[src/rtl/sync_fifo_pkg.sv]
// sync_fifo_pkg
// Shared definitions for the programmable synchronous FIFO:
//   DEF_DEPTH / DEF_DATA_WIDTH - default geometry
//   fifo_mode_e                - read mode (STD registered read, FWFT fall-through)
//   ptr_w()                    - pointer width for a given depth
package sync_fifo_pkg;

  localparam int DEF_DEPTH      = 16;
  localparam int DEF_DATA_WIDTH = 32;

  typedef enum logic {
    STD  = 1'b0,
    FWFT = 1'b1
  } fifo_mode_e;

  // Width of a pointer that addresses 'depth' entries. Clamped to 1 so a
  // degenerate depth still elaborates far enough to hit the parameter check.
  function automatic int ptr_w(input int depth);
    return (depth > 1) ? $clog2(depth) : 1;
  endfunction

endpackage

[src/rtl/sync_fifo_prog_if.sv]
// sync_fifo_prog_if
// Producer/consumer side of the FIFO bundled as one interface.
//   slave  : FIFO view   (inputs clr, w_en, data_in, r_en; outputs data_out,
//            full, empty, almost_full, almost_empty, count, overflow, underflow)
//   master : user view   (directions mirrored)
interface sync_fifo_prog_if
  import sync_fifo_pkg::*;
#(
  parameter int DATA_WIDTH = DEF_DATA_WIDTH,
  parameter int DEPTH      = DEF_DEPTH
);
  localparam int CW = ptr_w(DEPTH) + 1;

  logic                  clr;
  logic                  w_en;
  logic [DATA_WIDTH-1:0] data_in;
  logic                  r_en;
  logic [DATA_WIDTH-1:0] data_out;
  logic                  full;
  logic                  empty;
  logic                  almost_full;
  logic                  almost_empty;
  logic [CW-1:0]         count;
  logic                  overflow;
  logic                  underflow;

  modport slave (
    input  clr, w_en, data_in, r_en,
    output data_out, full, empty, almost_full, almost_empty, count,
           overflow, underflow
  );

  modport master (
    output clr, w_en, data_in, r_en,
    input  data_out, full, empty, almost_full, almost_empty, count,
           overflow, underflow
  );

endinterface

[src/rtl/sync_fifo_ram.sv]
// sync_fifo_ram
// DEPTH x DATA_WIDTH storage, one synchronous write port, one asynchronous
// read port, no reset (contents are don't-care until written).
//   clk      - write clock
//   we_i     - write enable
//   waddr_i  - write address
//   wdata_i  - write data
//   raddr_i  - read address
//   rdata_o  - read data (combinational from raddr_i)
module sync_fifo_ram
  import sync_fifo_pkg::*;
#(
  parameter int DEPTH      = DEF_DEPTH,
  parameter int DATA_WIDTH = DEF_DATA_WIDTH
) (
  input  logic                     clk,
  input  logic                     we_i,
  input  logic [ptr_w(DEPTH)-1:0]  waddr_i,
  input  logic [DATA_WIDTH-1:0]    wdata_i,
  input  logic [ptr_w(DEPTH)-1:0]  raddr_i,
  output logic [DATA_WIDTH-1:0]    rdata_o
);

  logic [DATA_WIDTH-1:0] mem_q [DEPTH];

  always_ff @(posedge clk) begin
    if (we_i) begin
      mem_q[waddr_i] <= wdata_i;
    end
  end

  assign rdata_o = mem_q[raddr_i];

endmodule

[src/rtl/sync_fifo_prog.sv]
// sync_fifo_prog
// Single-clock FIFO with programmable almost-full/almost-empty thresholds,
// occupancy count, overflow/underflow pulses, synchronous flush and a
// selectable read mode (registered standard read or first-word-fall-through).
//   clk   - clock, all state changes on the rising edge
//   rst_n - asynchronous active-low reset
//   bus   - slave side of sync_fifo_prog_if (clr, w_en, data_in, r_en in;
//           data_out, full, empty, almost_full, almost_empty, count,
//           overflow, underflow out)
module sync_fifo_prog
  import sync_fifo_pkg::*;
#(
  parameter int DEPTH      = DEF_DEPTH,
  parameter int DATA_WIDTH = DEF_DATA_WIDTH,
  parameter int AF_THRESH  = DEPTH - 2,
  parameter int AE_THRESH  = 2,
  parameter int FWFT       = 0
) (
  input  logic           clk,
  input  logic           rst_n,
  sync_fifo_prog_if.slave bus
);

  localparam int PW = ptr_w(DEPTH);
  localparam int CW = PW + 1;
  localparam fifo_mode_e MODE = fifo_mode_e'(FWFT != 0);

  // Elaboration-time parameter checks
  if (DEPTH < 4 || (DEPTH & (DEPTH - 1)) != 0) begin : g_bad_depth
    $fatal(1, "sync_fifo_prog: DEPTH=%0d must be a power of 2 and >= 4", DEPTH);
  end
  if (AF_THRESH < 1 || AF_THRESH > DEPTH) begin : g_bad_af
    $fatal(1, "sync_fifo_prog: AF_THRESH=%0d outside 1..DEPTH", AF_THRESH);
  end
  if (AE_THRESH < 0 || AE_THRESH > DEPTH - 1) begin : g_bad_ae
    $fatal(1, "sync_fifo_prog: AE_THRESH=%0d outside 0..DEPTH-1", AE_THRESH);
  end
  if (FWFT != 0 && FWFT != 1) begin : g_bad_mode
    $fatal(1, "sync_fifo_prog: FWFT=%0d must be 0 or 1", FWFT);
  end

  logic [PW-1:0]         wr_ptr_q, wr_ptr_d;
  logic [PW-1:0]         rd_ptr_q, rd_ptr_d;
  logic [CW-1:0]         count_q, count_d;
  logic                  overflow_q, overflow_d;
  logic                  underflow_q, underflow_d;
  logic [DATA_WIDTH-1:0] rd_data;
  logic                  full_w, empty_w;
  logic                  wr_accept, rd_accept;

  // Flags come straight from the count register, so they never glitch.
  assign full_w  = (count_q == CW'(DEPTH));
  assign empty_w = (count_q == '0);

  // A flush swallows both requests, so they are neither accepted nor flagged.
  assign wr_accept = bus.w_en && !full_w  && !bus.clr;
  assign rd_accept = bus.r_en && !empty_w && !bus.clr;

  sync_fifo_ram #(
    .DEPTH      (DEPTH),
    .DATA_WIDTH (DATA_WIDTH)
  ) u_ram (
    .clk     (clk),
    .we_i    (wr_accept),
    .waddr_i (wr_ptr_q),
    .wdata_i (bus.data_in),
    .raddr_i (rd_ptr_q),
    .rdata_o (rd_data)
  );

  always_comb begin
    wr_ptr_d    = wr_ptr_q;
    rd_ptr_d    = rd_ptr_q;
    count_d     = count_q;
    overflow_d  = bus.w_en && full_w  && !bus.clr;
    underflow_d = bus.r_en && empty_w && !bus.clr;

    if (bus.clr) begin
      wr_ptr_d = '0;
      rd_ptr_d = '0;
      count_d  = '0;
    end else begin
      // Pointers are log2(DEPTH) bits wide, so they wrap on their own.
      if (wr_accept) wr_ptr_d = wr_ptr_q + PW'(1);
      if (rd_accept) rd_ptr_d = rd_ptr_q + PW'(1);
      case ({wr_accept, rd_accept})
        2'b10:   count_d = count_q + CW'(1);
        2'b01:   count_d = count_q - CW'(1);
        default: count_d = count_q;
      endcase
    end
  end

  always_ff @(posedge clk or negedge rst_n) begin
    if (!rst_n) begin
      wr_ptr_q    <= '0;
      rd_ptr_q    <= '0;
      count_q     <= '0;
      overflow_q  <= 1'b0;
      underflow_q <= 1'b0;
    end else begin
      wr_ptr_q    <= wr_ptr_d;
      rd_ptr_q    <= rd_ptr_d;
      count_q     <= count_d;
      overflow_q  <= overflow_d;
      underflow_q <= underflow_d;
    end
  end

  if (MODE == STD) begin : g_std
    // Registered read: the popped word appears one cycle after r_en and
    // holds until the next accepted read or a flush.
    logic [DATA_WIDTH-1:0] data_q, data_d;

    always_comb begin
      data_d = data_q;
      if (bus.clr)        data_d = '0;
      else if (rd_accept) data_d = rd_data;
    end

    always_ff @(posedge clk or negedge rst_n) begin
      if (!rst_n) data_q <= '0;
      else        data_q <= data_d;
    end

    assign bus.data_out = data_q;
  end else begin : g_fwft
    // Head word shown directly from storage; forced to zero while empty so
    // stale contents never leak out.
    assign bus.data_out = empty_w ? '0 : rd_data;
  end

  assign bus.full         = full_w;
  assign bus.empty        = empty_w;
  assign bus.almost_full  = (count_q >= CW'(AF_THRESH));
  assign bus.almost_empty = (count_q <= CW'(AE_THRESH));
  assign bus.count        = count_q;
  assign bus.overflow     = overflow_q;
  assign bus.underflow    = underflow_q;

endmodule
[src/flat_wrapper.sv]
// flat-port wrapper written by rule: the top's interface ports become plain ports
module sync_fifo_prog_flat import sync_fifo_pkg::*;
#(
  parameter int DEPTH      = DEF_DEPTH,
  parameter int DATA_WIDTH = DEF_DATA_WIDTH,
  parameter int AF_THRESH  = DEPTH - 2,
  parameter int AE_THRESH  = 2,
  parameter int FWFT       = 0
)
  (clk, rst_n, bus_clr, bus_w_en, bus_data_in, bus_r_en, bus_data_out, bus_full, bus_empty, bus_almost_full, bus_almost_empty, bus_count, bus_overflow, bus_underflow);
  sync_fifo_prog_if #(.DATA_WIDTH(DATA_WIDTH), .DEPTH(DEPTH)) bus_i ();
  input  logic clk;
  input  logic rst_n;
  input wire logic [$bits(bus_i.clr)-1:0] bus_clr;
  input wire logic [$bits(bus_i.w_en)-1:0] bus_w_en;
  input wire logic [$bits(bus_i.data_in)-1:0] bus_data_in;
  input wire logic [$bits(bus_i.r_en)-1:0] bus_r_en;
  output wire logic [$bits(bus_i.data_out)-1:0] bus_data_out;
  output wire logic [$bits(bus_i.full)-1:0] bus_full;
  output wire logic [$bits(bus_i.empty)-1:0] bus_empty;
  output wire logic [$bits(bus_i.almost_full)-1:0] bus_almost_full;
  output wire logic [$bits(bus_i.almost_empty)-1:0] bus_almost_empty;
  output wire logic [$bits(bus_i.count)-1:0] bus_count;
  output wire logic [$bits(bus_i.overflow)-1:0] bus_overflow;
  output wire logic [$bits(bus_i.underflow)-1:0] bus_underflow;
  assign bus_i.clr = bus_clr;
  assign bus_i.w_en = bus_w_en;
  assign bus_i.data_in = bus_data_in;
  assign bus_i.r_en = bus_r_en;
  assign bus_data_out = bus_i.data_out;
  assign bus_full = bus_i.full;
  assign bus_empty = bus_i.empty;
  assign bus_almost_full = bus_i.almost_full;
  assign bus_almost_empty = bus_i.almost_empty;
  assign bus_count = bus_i.count;
  assign bus_overflow = bus_i.overflow;
  assign bus_underflow = bus_i.underflow;
  sync_fifo_prog #(.DEPTH(DEPTH), .DATA_WIDTH(DATA_WIDTH), .AF_THRESH(AF_THRESH), .AE_THRESH(AE_THRESH), .FWFT(FWFT)) u_core (.clk(clk), .rst_n(rst_n), .bus(bus_i));
endmodule
[config.mk]
export PLATFORM = sky130hd
export DESIGN_NAME = sync_fifo_prog_flat
export DESIGN_NICKNAME = d
export VERILOG_FILES = /design/src/rtl/sync_fifo_pkg.sv /design/src/rtl/sync_fifo_prog_if.sv /design/src/rtl/sync_fifo_ram.sv /design/src/rtl/sync_fifo_prog.sv /design/src/flat_wrapper.sv
export SDC_FILE = /design/constraint.sdc
export NUM_CORES = 1
export LEC_CHECK = 0
export ABC_CLOCK_PERIOD_IN_PS = 3900
export BUFFER_PORTS_ARGS = -buffer_cell sky130_fd_sc_hd__buf_2
export CAP_MARGIN = 20
export CORE_AREA = 2 2 345 176
export CTS_BUF_LIST = sky130_fd_sc_hd__clkbuf_8 sky130_fd_sc_hd__clkbuf_16
export CTS_CLUSTER_DIAMETER = 50
export DETAILED_ROUTE_END_ITERATION = 16
export DIE_AREA = 0 0 347 178
export GPL_TIMING_DRIVEN = 1
export PLACE_DENSITY = 0.54
export SLEW_MARGIN = 15
export SYNTH_ARGS = -nofsm -noshare
export SYNTH_HDL_FRONTEND = slang
export SYNTH_SLANG_ARGS = --single-unit
[constraint.sdc]
create_clock -name clk -period 3.9 [get_ports clk]
set_clock_uncertainty 0.05 [all_clocks]
set_input_delay 0.195 -clock clk [delete_from_list [all_inputs] [get_ports clk]]
set_output_delay 0.195 -clock clk [all_outputs]
set_load 0.05 [all_outputs]
### Yosys cells after proc, flatten, opt, wreduce, memory -nomap -nowiden

Memory sizes are Yosys's and may differ from the RTL's.
Cells that the tools add are included.
W data, S select, Z words.

* $add $sub $neg: 4
* order comparisons: 2
* equality and inequality tests: 3
* mux-type cells: 10
* reductions and logical operators: 15

Operators by type and width (count)
* $mux W32: 2
* $mux W4: 4
* $pmux W5 S2: 1
* $add A4 B1 Y4 const B: 2
* $logic_and A1 B1 Y1: 8
* $add A5 B1 Y5 const B: 1
* $eq A5 B5 Y1 const B: 1
* $ge A5 B4 Y1 const B: 1
* $le A5 B2 Y1 const B: 1
* $logic_not A5 Y1: 1
* $mux W5: 1
* $sub A5 B1 Y5 const B: 1
* $reduce_bool A2 Y1: 2
* $logic_not A1 Y1: 3
* $reduce_bool A3 Y1: 1
* $eq A2 B1 Y1 const B: 1
* $eq A2 B2 Y1 const B: 1
* $mux W1: 2

* flip-flop bits (word level): 47
* RAM bits: 512
* input port bits: 37
* output and inout port bits: 43
* word-level logic and storage cells: 41
* memories kept: 1

Memory list
* u_core.u_ram.mem_q: depth 16, width 32, read ports 1, clocked after memory_dff 0, write ports 1, RTL line sync_fifo_ram.sv:24 `logic [DATA_WIDTH-1:0] mem_q [DEPTH];`

### Logic depth before layout (Yosys ltp)

* depth in word-level cells: 7
* gate-level depth with buffers: 10
* gate-level depth less buffers: 9

### Modules after synthesis

Synthesis repeated with hierarchy kept, for this count alone.

* cell total of the unflattened synthesis: 1052
* area total of the unflattened synthesis: 21491.9 um2

By module, submodules not included
* sync_fifo_ram: instances 1, cells an instance 806, area each 19213.4 um2, seq. area each 15374.7 um2
* sync_fifo_prog: instances 1, cells an instance 246, area each 2278.4 um2, seq. area each 1176.1 um2

### Worst setup path after synthesis

Ideal clock, no wire load.

* path kind: register -> register
* from: register u_core.count_q[2] (netlist: u_core.bus.count[2])
* to: memory u_core.u_ram.mem_q[0][0] (netlist bit) (enable)
* setup time: 0.461 ns
* arrival: 3.558 ns
* required time: 3.389 ns
* slack: -0.169 ns
* stages on the path, launching flop included: 6
* buffers on the path: 1
* clock period less this slack: 4.069 ns
* cells stage by stage: dfrtp_1 buf_4 nor4_4 a21oi_1 nand2_1 nor3_1

* word-level cells in the longest chain between the ends: 6

RTL lines
* start, declared: RTL line sync_fifo_prog.sv:44 `logic [CW-1:0] count_q, count_d;`
* start signal, assigned: RTL line sync_fifo_prog.sv:104 `count_q <= count_d;`
* $eq A5 B5 Y1: RTL line sync_fifo_prog.sv:52 `assign full_w = (count_q == CW'(DEPTH));`
* $logic_not A1 Y1: RTL line sync_fifo_prog.sv:56 `assign wr_accept = bus.w_en && !full_w && !bus.clr;`
* $logic_and A1 B1 Y1 (2 in a row): RTL line sync_fifo_prog.sv:56
* $mux W1: RTL line sync_fifo_ram.sv:27 `if (we_i) begin`
* $mux W1 (implied by the code): RTL line sync_fifo_ram.sv:28 `mem_q[waddr_i] <= wdata_i;`
* end, declared: RTL line sync_fifo_ram.sv:24

Every way passes these cells.

### Final worst setup path

* from: register u_core.count_q[2] (netlist: u_core.bus.count[2])
* to: register u_core.count_q[4] (netlist: u_core.bus.count[4])

* word-level cells in the longest chain between the ends: 7
* elaborated cells on any way between the ends: 15
* classes of those cells: add/sub (2); eq/ne (3); mux (2); reduce/logical (8)

RTL lines
* $eq A5 B5 Y1 / $logic_not A5 Y1 (equally long branches): RTL line sync_fifo_prog.sv:52, sync_fifo_prog.sv:53
* $logic_not A1 Y1 (on tied branches): RTL line sync_fifo_prog.sv:56, sync_fifo_prog.sv:57
* $logic_and A1 B1 Y1 (on tied branches) (2 in a row): RTL line sync_fifo_prog.sv:56, sync_fifo_prog.sv:57
* $eq A2 B1 Y1 / $eq A2 B2 Y1 (equally long branches): RTL line sync_fifo_prog.sv:86 `case ({wr_accept, rd_accept})`
* $pmux W5 S2: RTL line sync_fifo_prog.sv:86
* $mux W5: RTL line sync_fifo_prog.sv:78 `if (bus.clr) begin`

Several ways; a longest one is shown, not always the timed one.
A chain may end at the register's enable or synchronous reset.

==> impl_metrics.toml <==
[run_status]
status = "completed"

[timing]
hold_viol_final = 0
slew_headroom = 0.3884
setup_violations = 0
fin_crit_sh = 0.7486
period_needed_ns = 2.920
worstMarginPinSlew_ns = 0.9173
setup_ws_ns = 0.9805
rsz0062_at_grt = "false"
timing.fmax_mhz = 342.5
finalMaxSlewViolations = 0
setup_tns_ns = 0

[yosys]
avgSynthCellArea_um2 = 21.39
syn_area_mm2 = 0.02157
synthTopCellsByArea = "edfxtp_1, mux4_2, dfrtp_1"
synth.distinct_cells = 38
synth-seq-cells = 559
synthTopCellsByCount = "edfxtp_1, mux4_2, nand2_1"
synth-seq-area-share = 0.7675
synth_top_cell_area_share = 0.7129
async_flop_share = 0.08408
synth_most_common_cell = "edfxtp_1"
synth_area_leader_cell = "edfxtp_1"
synth_edf_count = 512
synth-main-ff-cell = "edfxtp_1"
syn_inst = 1008
syn-num-nets = 1052
ys_warn_count = 0

[final_layout]
area_delta_synth_final_pct = 16.56
antenna_cells = 0
final_cell_area_mm2 = 0.02514
final_nets = 1199
final_core_util = 0.4280
drive_gt1_frac = 0.3367

[cts]
cts_buffers = 48
htree_levels = 2
cts_setup_buffers = 0
worstSkewPairLatency_ns = 0.58
clockRootBuffer = "clkbuf_16"
clock_path_buffers = 3
cts_tree = "built"
cts.sinks = 559
path_clk_slew_ns = 0.07

[critical_path]
criticalPathCategory = "flop to flop"
start_kind = "flop"
r2r_cells = 8
timing.rr.end = "u_core.bus.count[4]$_DFFE_PN0P_"
path_max_fanout = 12
cp_data_arrival_time_ns = 3.34
rr_startpoint = "u_core.bus.count[2]$_DFFE_PN0P_"
r2r_slack_ns = 0.98
crit_required_ns = 4.32
end_kind = "flop"

[die]
die_x_um = 347
rows = 63
pin_count = 80
die_h_um = 178
dieArea_mm2 = 0.06177
initial_core_util = 0.3672
coreArea_mm2 = 0.05873

[routing]
drtAntennaViolNets = 0
vias_per_cell = 5.163
vias = 10191
drt_wl_total_mm = 48.66
dr.pass1.iters = 5
drc_errors = 0
wl_per_cell_um = 24.65
drt_iter0_markers = 886

[grt]
antenna_found_initial = 0
grt_pass1_vias = 10332
grt_usage = 0.1592
grt_pass1_wl_mm = 71.67
grt_max_degree = 54
grt_overflow = 0

[placement]
numPortBuffers = 79
dp_slack_ns = 0.9888
placed_area_mm2 = 0.02328
gp_congestion = 0.7227
place_hpwl_mm = 27.27

[job]
drv_cap = 0

[hold_path]
hold_class = "input port to async pin"

[power_and_ir_drop]
powerDensity_mw_per_mm2 = 571.8
finalPower_mw = 14.37
p_leak_nw = 8.182
ir_worst_vdd_v = 0.0003146
==> cell families after synthesis <==
kind of cell               share of synthesized area
adders and majority gates                   0.004061
DFF                                           0.7675
and+or+nand+nor                              0.02721
buffers and inverters                        0.01213
AOI/OAI and AO/OA                            0.01712
xor gates and xnor gates                    0.002437
muxes                                         0.1696
==> stage by stage <==
step	hold slack [ns]	cells
after floorplan	-0.1506	1008
after global placement	0.3091	1848
after detailed placement	0.3146	1848
after CTS	0.2430	1974
after global routing	0.2671	1974
final	0.2354	1974
==> timing repair <==
action,in CTS,in global routing
hold buffers,37,0
hold endpoints to repair,549,0
endpoints found under the setup margin,0,0
gates resized for setup,0,0
==> state kept, by name (all words and copies together), names as in the netlist <==
| signal | flops |
|---|---|
| u_core.bus.data_out | 32 |
| u_core.wr_ptr_q | 4 |
| u_core.rd_ptr_q | 4 |
| u_core.bus.underflow | 1 |
| u_core.bus.overflow | 1 |
| u_core.bus.count | 5 |
| u_core.u_ram.mem_q | 512 |
==> cells in the final DEF, fill, tap and decap left out, types with 3 or more instances in the layout <==
cell type	n
inv_1	22
nor2_1	12
dfrtp_1	44
o21ai_0	4
nor3_4	4
clkinv_2	8
ha_1	7
a21oi_1	7
xor2_1	5
nand2b_1	6
edfxtp_1	512
nor2_4	12
clkbuf_16	49
mux4_2	128
a22oi_1	31
nand2_1	76
buf_2	79
clkinv_1	6
buf_12	13
buf_4	21
mux2_2	65
dlygate4sd3_1	37
dfrtp_4	3
nand3_1	7
==> how the worst max path moves through the flow <==
stage | startpoint | endpoint | slack (ns) | depth (start not counted)
after floorplan | u_core.bus.count[2]$_DFFE_PN0P_ | bus_almost_empty | 0.40 | 2
after global placement | u_core.bus.count[2]$_DFFE_PN0P_ | u_core.bus.count[4]$_DFFE_PN0P_ | 1.04 | 8
after detailed placement | u_core.bus.count[2]$_DFFE_PN0P_ | u_core.bus.count[4]$_DFFE_PN0P_ | 0.99 | 8
after CTS | u_core.bus.count[2]$_DFFE_PN0P_ | u_core.bus.count[4]$_DFFE_PN0P_ | 0.97 | 8
after global routing | u_core.bus.count[2]$_DFFE_PN0P_ | u_core.bus.count[4]$_DFFE_PN0P_ | 0.86 | 8
final | u_core.bus.count[2]$_DFFE_PN0P_ | u_core.bus.count[4]$_DFFE_PN0P_ | 0.98 | 8
==> power by group <==
part	internal (mW)	switching (mW)	leakage, nW
Sequential	6.77	0.314	5.24
Clock	2.44	2.15	0.795
Combinational	1.10	1.59	2.15
==> layer usage <==
layer	wire (um)	track usage
met5	0	0
met4	506	0.02717
met3	3132	0.03514
met2	20590	0.2268
met1	24430	0.2514
==> worst max-delay path: stages, from the launching register on <==
cell     delay [ns]
dfrtp_1        0.52
or4_4          0.63
mux2i_4        0.23
xor2_1         0.15
ha_1           0.23
or3_2          0.41
a21oi_1        0.15
mux2i_1        0.10
a221o_1        0.33
==> final cells by class <==
class	count	area, um2
Inverter	5	18.77
Timing Repair Buffer	150	1184
Multi-Input combinational cell	391	4911
Clock inverter	39	245.2
Tap cell	780	975.9
Fill cell	5078	33590
Sequential cell	559	16560
Clock buffer	50	1240
(Power assumes the default switching activity.)
